[src/rtl/pll_reset_sequencer.sv]
`default_nettype none
// ============================================================================
//  Module      : pll_reset_sequencer
//  Description : Brings a PLLE2_BASE out of reset with lock timeout/retry,
//                lock-stability qualification and a downstream system reset.
//  Revision    : 1.0 - initial release
// ============================================================================
module pll_reset_sequencer #(
  parameter int unsigned RST_HOLD_CYCLES    = 16,
  parameter int unsigned LOCK_TIMEOUT       = 4096,
  parameter int unsigned LOCK_STABLE_CYCLES = 64,
  parameter int unsigned MAX_RETRIES        = 3
) (
  input  logic       clk,
  input  logic       reset_n,
  input  logic       enable,
  input  logic       pll_locked,
  output logic       pll_rst,
  output logic       pll_pwrdwn,
  output logic       sys_reset,
  output logic       ready,
  output logic       fail,
  output logic       lock_lost,
  output logic [3:0] retries,
  output logic [2:0] state
);

  typedef enum logic [2:0] {
    S_IDLE      = 3'd0,
    S_HOLD      = 3'd1,
    S_WAIT_LOCK = 3'd2,
    S_STABLE    = 3'd3,
    S_RUN       = 3'd4,
    S_FAIL      = 3'd5
  } state_t;

  localparam logic [15:0] C_HOLD_LAST    = 16'(RST_HOLD_CYCLES - 1);
  localparam logic [15:0] C_TIMEOUT_LAST = 16'(LOCK_TIMEOUT - 1);
  localparam logic [15:0] C_STABLE_LAST  = 16'(LOCK_STABLE_CYCLES - 1);
  localparam logic [15:0] C_CNT_MAX      = 16'hFFFF;
  localparam logic [3:0]  C_MAX_RETRIES  = 4'(MAX_RETRIES);

  logic [1:0]  r_sync;
  logic        w_locked_s;
  state_t      r_state;
  state_t      w_state_next;
  logic [15:0] r_cnt;
  logic [3:0]  r_retries;
  logic [3:0]  w_retries_next;
  logic        r_lock_lost;
  logic        w_lock_lost_next;
  logic        w_hold_done;
  logic        w_timeout;
  logic        w_stable_done;

  logic        r_pll_rst;
  logic        r_pll_pwrdwn;
  logic        r_sys_reset;
  logic        r_ready;
  logic        r_fail;
  logic        w_pll_rst;
  logic        w_pll_pwrdwn;
  logic        w_sys_reset;
  logic        w_ready;
  logic        w_fail;

  // pll_locked is asynchronous to clk; only the second flop is ever used.
  always_ff @(posedge clk or negedge reset_n) begin
    if (!reset_n) begin
      r_sync <= 2'b00;
    end else begin
      r_sync <= {r_sync[0], pll_locked};
    end
  end

  assign w_locked_s    = r_sync[1];
  assign w_hold_done   = (r_cnt == C_HOLD_LAST);
  assign w_timeout     = (r_cnt == C_TIMEOUT_LAST);
  assign w_stable_done = (r_cnt == C_STABLE_LAST);

  always_comb begin
    w_state_next     = r_state;
    w_retries_next   = r_retries;
    w_lock_lost_next = r_lock_lost;
    if (!enable) begin
      w_state_next = S_IDLE;
    end else begin
      case (r_state)
        S_IDLE: begin
          w_state_next     = S_HOLD;
          w_retries_next   = 4'd0;
          w_lock_lost_next = 1'b0;
        end
        S_HOLD: begin
          if (w_hold_done) begin
            w_state_next = S_WAIT_LOCK;
          end
        end
        S_WAIT_LOCK: begin
          // A lock arriving on the timeout cycle still counts as a lock.
          if (w_locked_s) begin
            w_state_next = S_STABLE;
          end else if (w_timeout) begin
            if (r_retries < C_MAX_RETRIES) begin
              w_state_next   = S_HOLD;
              w_retries_next = r_retries + 4'd1;
            end else begin
              w_state_next = S_FAIL;
            end
          end
        end
        S_STABLE: begin
          if (!w_locked_s) begin
            w_state_next = S_WAIT_LOCK;
          end else if (w_stable_done) begin
            w_state_next = S_RUN;
          end
        end
        S_RUN: begin
          if (!w_locked_s) begin
            w_state_next     = S_HOLD;
            w_lock_lost_next = 1'b1;
            w_retries_next   = 4'd0;
          end
        end
        S_FAIL: begin
          w_state_next = S_FAIL;
        end
        default: begin
          w_state_next = S_IDLE;
        end
      endcase
    end
  end

  // Outputs are decoded from the next state so they register alongside it.
  always_comb begin
    w_pll_rst    = 1'b1;
    w_pll_pwrdwn = 1'b0;
    w_sys_reset  = 1'b1;
    w_ready      = 1'b0;
    w_fail       = 1'b0;
    case (w_state_next)
      S_IDLE: begin
        w_pll_pwrdwn = 1'b1;
      end
      S_HOLD: begin
        w_pll_rst = 1'b1;
      end
      S_WAIT_LOCK, S_STABLE: begin
        w_pll_rst = 1'b0;
      end
      S_RUN: begin
        w_pll_rst   = 1'b0;
        w_sys_reset = 1'b0;
        w_ready     = 1'b1;
      end
      S_FAIL: begin
        w_fail = 1'b1;
      end
      default: begin
        w_pll_pwrdwn = 1'b1;
      end
    endcase
  end

  always_ff @(posedge clk or negedge reset_n) begin
    if (!reset_n) begin
      r_state     <= S_IDLE;
      r_cnt       <= 16'd0;
      r_retries   <= 4'd0;
      r_lock_lost <= 1'b0;
    end else begin
      r_state     <= w_state_next;
      r_retries   <= w_retries_next;
      r_lock_lost <= w_lock_lost_next;
      if (w_state_next != r_state) begin
        r_cnt <= 16'd0;
      end else if (r_cnt != C_CNT_MAX) begin
        r_cnt <= r_cnt + 16'd1;
      end
    end
  end

  always_ff @(posedge clk or negedge reset_n) begin
    if (!reset_n) begin
      r_pll_rst    <= 1'b1;
      r_pll_pwrdwn <= 1'b1;
      r_sys_reset  <= 1'b1;
      r_ready      <= 1'b0;
      r_fail       <= 1'b0;
    end else begin
      r_pll_rst    <= w_pll_rst;
      r_pll_pwrdwn <= w_pll_pwrdwn;
      r_sys_reset  <= w_sys_reset;
      r_ready      <= w_ready;
      r_fail       <= w_fail;
    end
  end

  assign pll_rst    = r_pll_rst;
  assign pll_pwrdwn = r_pll_pwrdwn;
  assign sys_reset  = r_sys_reset;
  assign ready      = r_ready;
  assign fail       = r_fail;
  assign lock_lost  = r_lock_lost;
  assign retries    = r_retries;
  assign state      = r_state;

endmodule
`default_nettype wire
[config.mk]
export PLATFORM = sky130hd
export DESIGN_NAME = pll_reset_sequencer
export DESIGN_NICKNAME = d
export VERILOG_FILES = /design/src/rtl/pll_reset_sequencer.sv
export SDC_FILE = /design/constraint.sdc
export NUM_CORES = 1
export LEC_CHECK = 0
export ABC_AREA = 0
export CORE_MARGIN = 2
export CORE_UTILIZATION = 55
export DETAILED_ROUTE_END_ITERATION = 10
export HOLD_SLACK_MARGIN = 0.12
export PLACE_DENSITY = 0.84
export SLEW_MARGIN = 40
export SYNTH_ARGS = -nofsm -noshare
export SYNTH_HDL_FRONTEND = slang
export SYNTH_SLANG_ARGS = --single-unit
[constraint.sdc]
create_clock -name clk -period 2.05 [get_ports clk]
set_input_delay 0.3075 -clock clk [delete_from_list [all_inputs] [get_ports clk]]
set_output_delay 0.3075 -clock clk [all_outputs]
set_load 0.02 [all_outputs]
# == Word-level counts from Yosys, hierarchy flattened ==
# Cells that the tools add are included.
# op_classes
n_addsub,2
magnitude_cmp,1
eq_ne,19
muxes,23
n_reduce_logical,8
# ops
cell,n
$mux 16,2
$mux 3,8
$pmux 3 s6,1
$add 16x1->16 const B,1
$eq 16x12->1 const B,1
$eq 16x4->1 const B,1
$eq 16x6->1 const B,1
$mux 4,4
$ne 16x16->1 const B,1
$eq 3x2->1 const B,4
$eq 3x3->1 const B,4
$pmux 4 s3,1
$ne 2x2->1 const B,4
$eq 3x1->1 const B,2
$mux 1,6
$reduce_and 6->1,1
$reduce_or 5->1,1
$add 4x1->4 const B,1
$lt 4x2->1 const B,1
$reduce_bool 2->1,2
$logic_not 3->1,1
$ne 3x3->1,1
$reduce_and 3->1,1
$reduce_bool 3->1,1
2 further kinds,2
# word_totals
reg_bits,31
in_bits,4
word_cells,63

# == Depth between registers and ports, before layout ==
# logic_depth
depth_word,9
mapped_depth,9

# == Least setup slack after synthesis ==
# Ideal clock, no wire load.
# synth_path
path_type,register -> register
start,register r_cnt[0]
end,register r_cnt[12]
setup_time_ns,0.121
t_arrival_ns,1.754
t_required_ns,1.929
setup_slack_ns,0.174
path_stages_with_launch,10
path_buffers,3
path_cell_list,dfrtp_1 > ha_1 > and3_2 > buf_6 > nand4_1 > a221oi_2 > and3_1 > buf_6 > buf_12 > nor3_1
# synth_via
elab_chain_len,7
elab_cells_between_ends,16
# synth_lines
item,line_no,rtl
from (decl),47,logic [15:0] r_cnt;
from (signal assigned),180,r_cnt <= r_cnt + 16'd1;
$eq 16x6->1 / $eq 16x12->1 (equally long branches),"79, 78",
"$mux 3, on equally long branches","115, 103",
"$mux 3, on equally long branches","113, 101",
$pmux 3 s6,88,case (r_state)
$mux 3,85,if (!enable) begin
$ne 3x3->1,177,if (w_state_next != r_state) begin
$mux 16 / $reduce_bool 2->1 (equally long branches),n/a,
# Several ways; a longest one is shown, not always the timed one. The select of a mux whose other input is x is not followed.
# A chain may end at the register's enable or synchronous reset.

==> results.py <==
metrics = {
    "yosys": {
        "yosysTopAreaCellShare_pct": 40.5,
        "synth_top_cell_by_area": "dfrtp_1",
        "avgSynthCellArea_sq_um": 9.90,
        "synth_edf_count": 0,
        "synthTopCellsByCount": "dfrtp_1 (28), nor3_1 (20), nand3_1 (13), nand4_1 (13)",
        "synthCells": 175,
        "synth_seq_cells": 31,
        "synth_area_sq_um": 1730,
        "synth.most_common_cell": "dfrtp_1",
        "syn_nets": 181,
        "async_reset_ff_share_pct": 100,
        "netlist_top_cells_area": "dfrtp_1 (40%), nor3_1 (5.8%), nand4_1 (4.7%)",
        "ys_warn_count": 0,
        "ys_types": 46,
        "synth_ff_type": "dfrtp_1",
        "yosysSeqAreaShare_pct": 45.0,
    },
    "worst_setup_path": {
        "cp.required_ns": 2.27,
        "worstPathArrival_ns": 2.20,
        "crit_fanout": 5,
        "cp-startpoint": "retries[0]",
        "worstSetupEndpointType": "flop",
        "reg2reg_slack_ns": 0.07,
        "worstRegToRegCells": 5,
        "crit_type": "reg -> reg",
        "startpoint_type": "flop",
        "r2r_end": "lock_lost",
        "r2r-start": "retries[0]",
    },
    "clock_network": {
        "worstSkewPairLatency_ns": 0.34,
        "h-tree-depth": 2,
        "cts_tree": "done",
        "cts.sinks": 31,
        "cts-hold-fix-buffers": 0,
        "cts-buffers-inserted": 5,
        "ctsRootBufferMaster": "clkbuf_4",
        "cts.clk_slew.worst_paths_ns": 0.09,
        "clockBufferDepth": 2,
    },
    "pwr": {
        "p_leak_nw": 0.866,
        "ir_worst_vdd_mv": 0.559,
        "fin_total_pwr_mw": 1.30,
        "power_density_nw_per_um2": 624,
    },
    "timing": {
        "slew_headroom_pct": 69.3,
        "fin_ws_ns": 0.0731,
        "worstMarginPinSlew_ns": 0.457,
        "finalHoldViolations": 0,
        "timing.fmax_mhz": 506,
        "finalCriticalPeriod_ns": 1.98,
        "setup_viol": 0,
        "drv_slew": 0,
        "grt_setup_unrepaired": "no",
        "fin_crit_sh_pct": 96.4,
        "fin_hold_ws_ns": 0.355,
        "tns_ns": 0,
        "fin_worst_skew_ns": 0.0154,
    },
    "floorplanning": {
        "rows": 20,
        "die_area_sq_um": 3610,
        "dieHeight_um": 60.1,
        "start_util_pct": 57.2,
        "io_pins": 17,
        "core_area_sq_um": 3030,
        "die_x_um": 60.1,
    },
    "placement": {
        "place_area_sq_um": 1950,
        "gp_congestion": 0.912,
        "numPortBuffers": 16,
        "dp_worst_setup_slack_ns": 0.108,
        "place_inst": 235,
        "dp_hpwl_um": 2570,
    },
    "drt": {
        "vias": 1440,
        "drc": 0,
        "via_per_inst": 5.88,
        "first_pass_iters": 4,
        "drt-initial-drc-count": 157,
        "antenna_left": 0,
        "wl_per_cell_um": 14.7,
        "drt_wl_total_um": 3600,
    },
    "cells_and_area": {
        "finalNonFillerCells": 245,
        "drive_gt1_share_pct": 18.9,
        "fillCellCount": 240,
        "n_antenna_cell": 0,
        "area_growth_pct": 20.0,
        "utilization_pct": 68.6,
        "final_cell_area_sq_um": 2080,
        "regArea_sq_um": 779,
        "multi_input_area_sq_um": 863,
        "nNetsFinal": 206,
    },
    "min_path": {
        "min_to": "r_sync[1]",
        "min_from": "r_sync[0]",
        "min_path_cells": 0,
        "hold_class": "reg -> reg",
    },
    "flow_run": {
        "cap_violations": 0,
    },
    "global_routing": {
        "overflow": 0,
        "antenna_found_initial": 0,
        "grt_pass1_vias": 1395,
        "grt_util_all_layers_pct": 23.3,
        "grt_max_degree": 32,
        "grt_pass1_wl_um": 6150,
    },
    "run_status": {
        "status": "complete, no violations",
    },
}
## state kept, by name (all words and copies together), names as in the netlist
register    count
fail            1
lock_lost       1
pll_pwrdwn      1
pll_rst         1
r_cnt          16
r_sync          2
ready           1
retries         4
state           3
sys_reset       1
## what timing repair did
| item | CTS | global route |
|---|---|---|
| resized for setup | 0 | 5 |
| setup endpoints to repair | 0 | 22 |
| setup buffers | 0 | 2 |
## layout by cell type (no fill, tap or decap), types with 2 or more instances in the layout
master / count
nor3_1: 19
mux2_2: 2
buf_4: 10
nor2b_1: 3
xnor2_1: 2
o21ai_0: 5
nand3_1: 13
dfstp_2: 3
or2_2: 2
nor2_1: 9
and3_4: 2
and4_1: 2
nand2_1: 9
a21oi_1: 5
and2_1: 2
buf_12: 2
a211o_1: 2
and3_1: 2
inv_1: 5
nand4_1: 13
xor2_1: 9
a31oi_1: 2
and4_2: 2
nand2b_1: 3
dfrtp_1: 28
clkbuf_4: 5
clkdlybuf4s50_1: 16
## how the worst max path moves through the flow
stage,end,slack (ns),cells past startpoint
3_5_place_dp,r_cnt[4],0.11,6
6_report,lock_lost,0.07,5
4_1_cts,r_cnt[14],0.08,6
2_1_floorplan,r_cnt[12],0.17,9
3_3_place_gp,r_cnt[7],0.12,6
5_1_grt,lock_lost,0.002,5
## critical path, cell delays in order (launching register included)
cell and delay (ns):
dfrtp_1 0.44, ha_1 0.24, nor3_1 0.26, a21oi_1 0.16, nor3_1 0.39, mux2_2 0.39
## per-layer routing
metal	up-vias	part of all wire, %	GRT usage, %
li1	699	-	-
met1	690	42	26.7
met2	43	51	40.1
met3	8	4.7	6.71
met4	0	2.3	10.5
met5	-	0	0
## logic make-up (layout without fill, tap and decap cells)
group / Yosys count / in the layout / share of synthesized area [%]
and+or+nand+nor: 92 / 92 / 30.9
DFF: 31 / 31 / 45.0
AOI/OAI and AO/OA: 21 / 21 / 8.74
buffers and inverters: 15 / 41 / 6.43
xor gates and xnor gates: 11 / 11 / 5.56
muxes: 3 / 3 / 1.88
adders and majority gates: 2 / 2 / 1.44
## final cells by class
class,count,area share [%]
multi-input cells,129,41.5
flip-flops and latches,31,37.5
repair buffers,28,13.2
well taps,44,2.65
clock buffers,6,2.47
clock inverters,2,1.69
inverters,5,0.903
## report_power, final
part | switching [mW] | total, mW | internal [mW]
logic | 0.0788 | 0.153 | 0.0737
registers | 0.0177 | 0.647 | 0.629
clock network | 0.209 | 0.497 | 0.288
total | 0.306 | 1.30 | 0.991
Note: power is estimated with default switching activity, not from simulation.
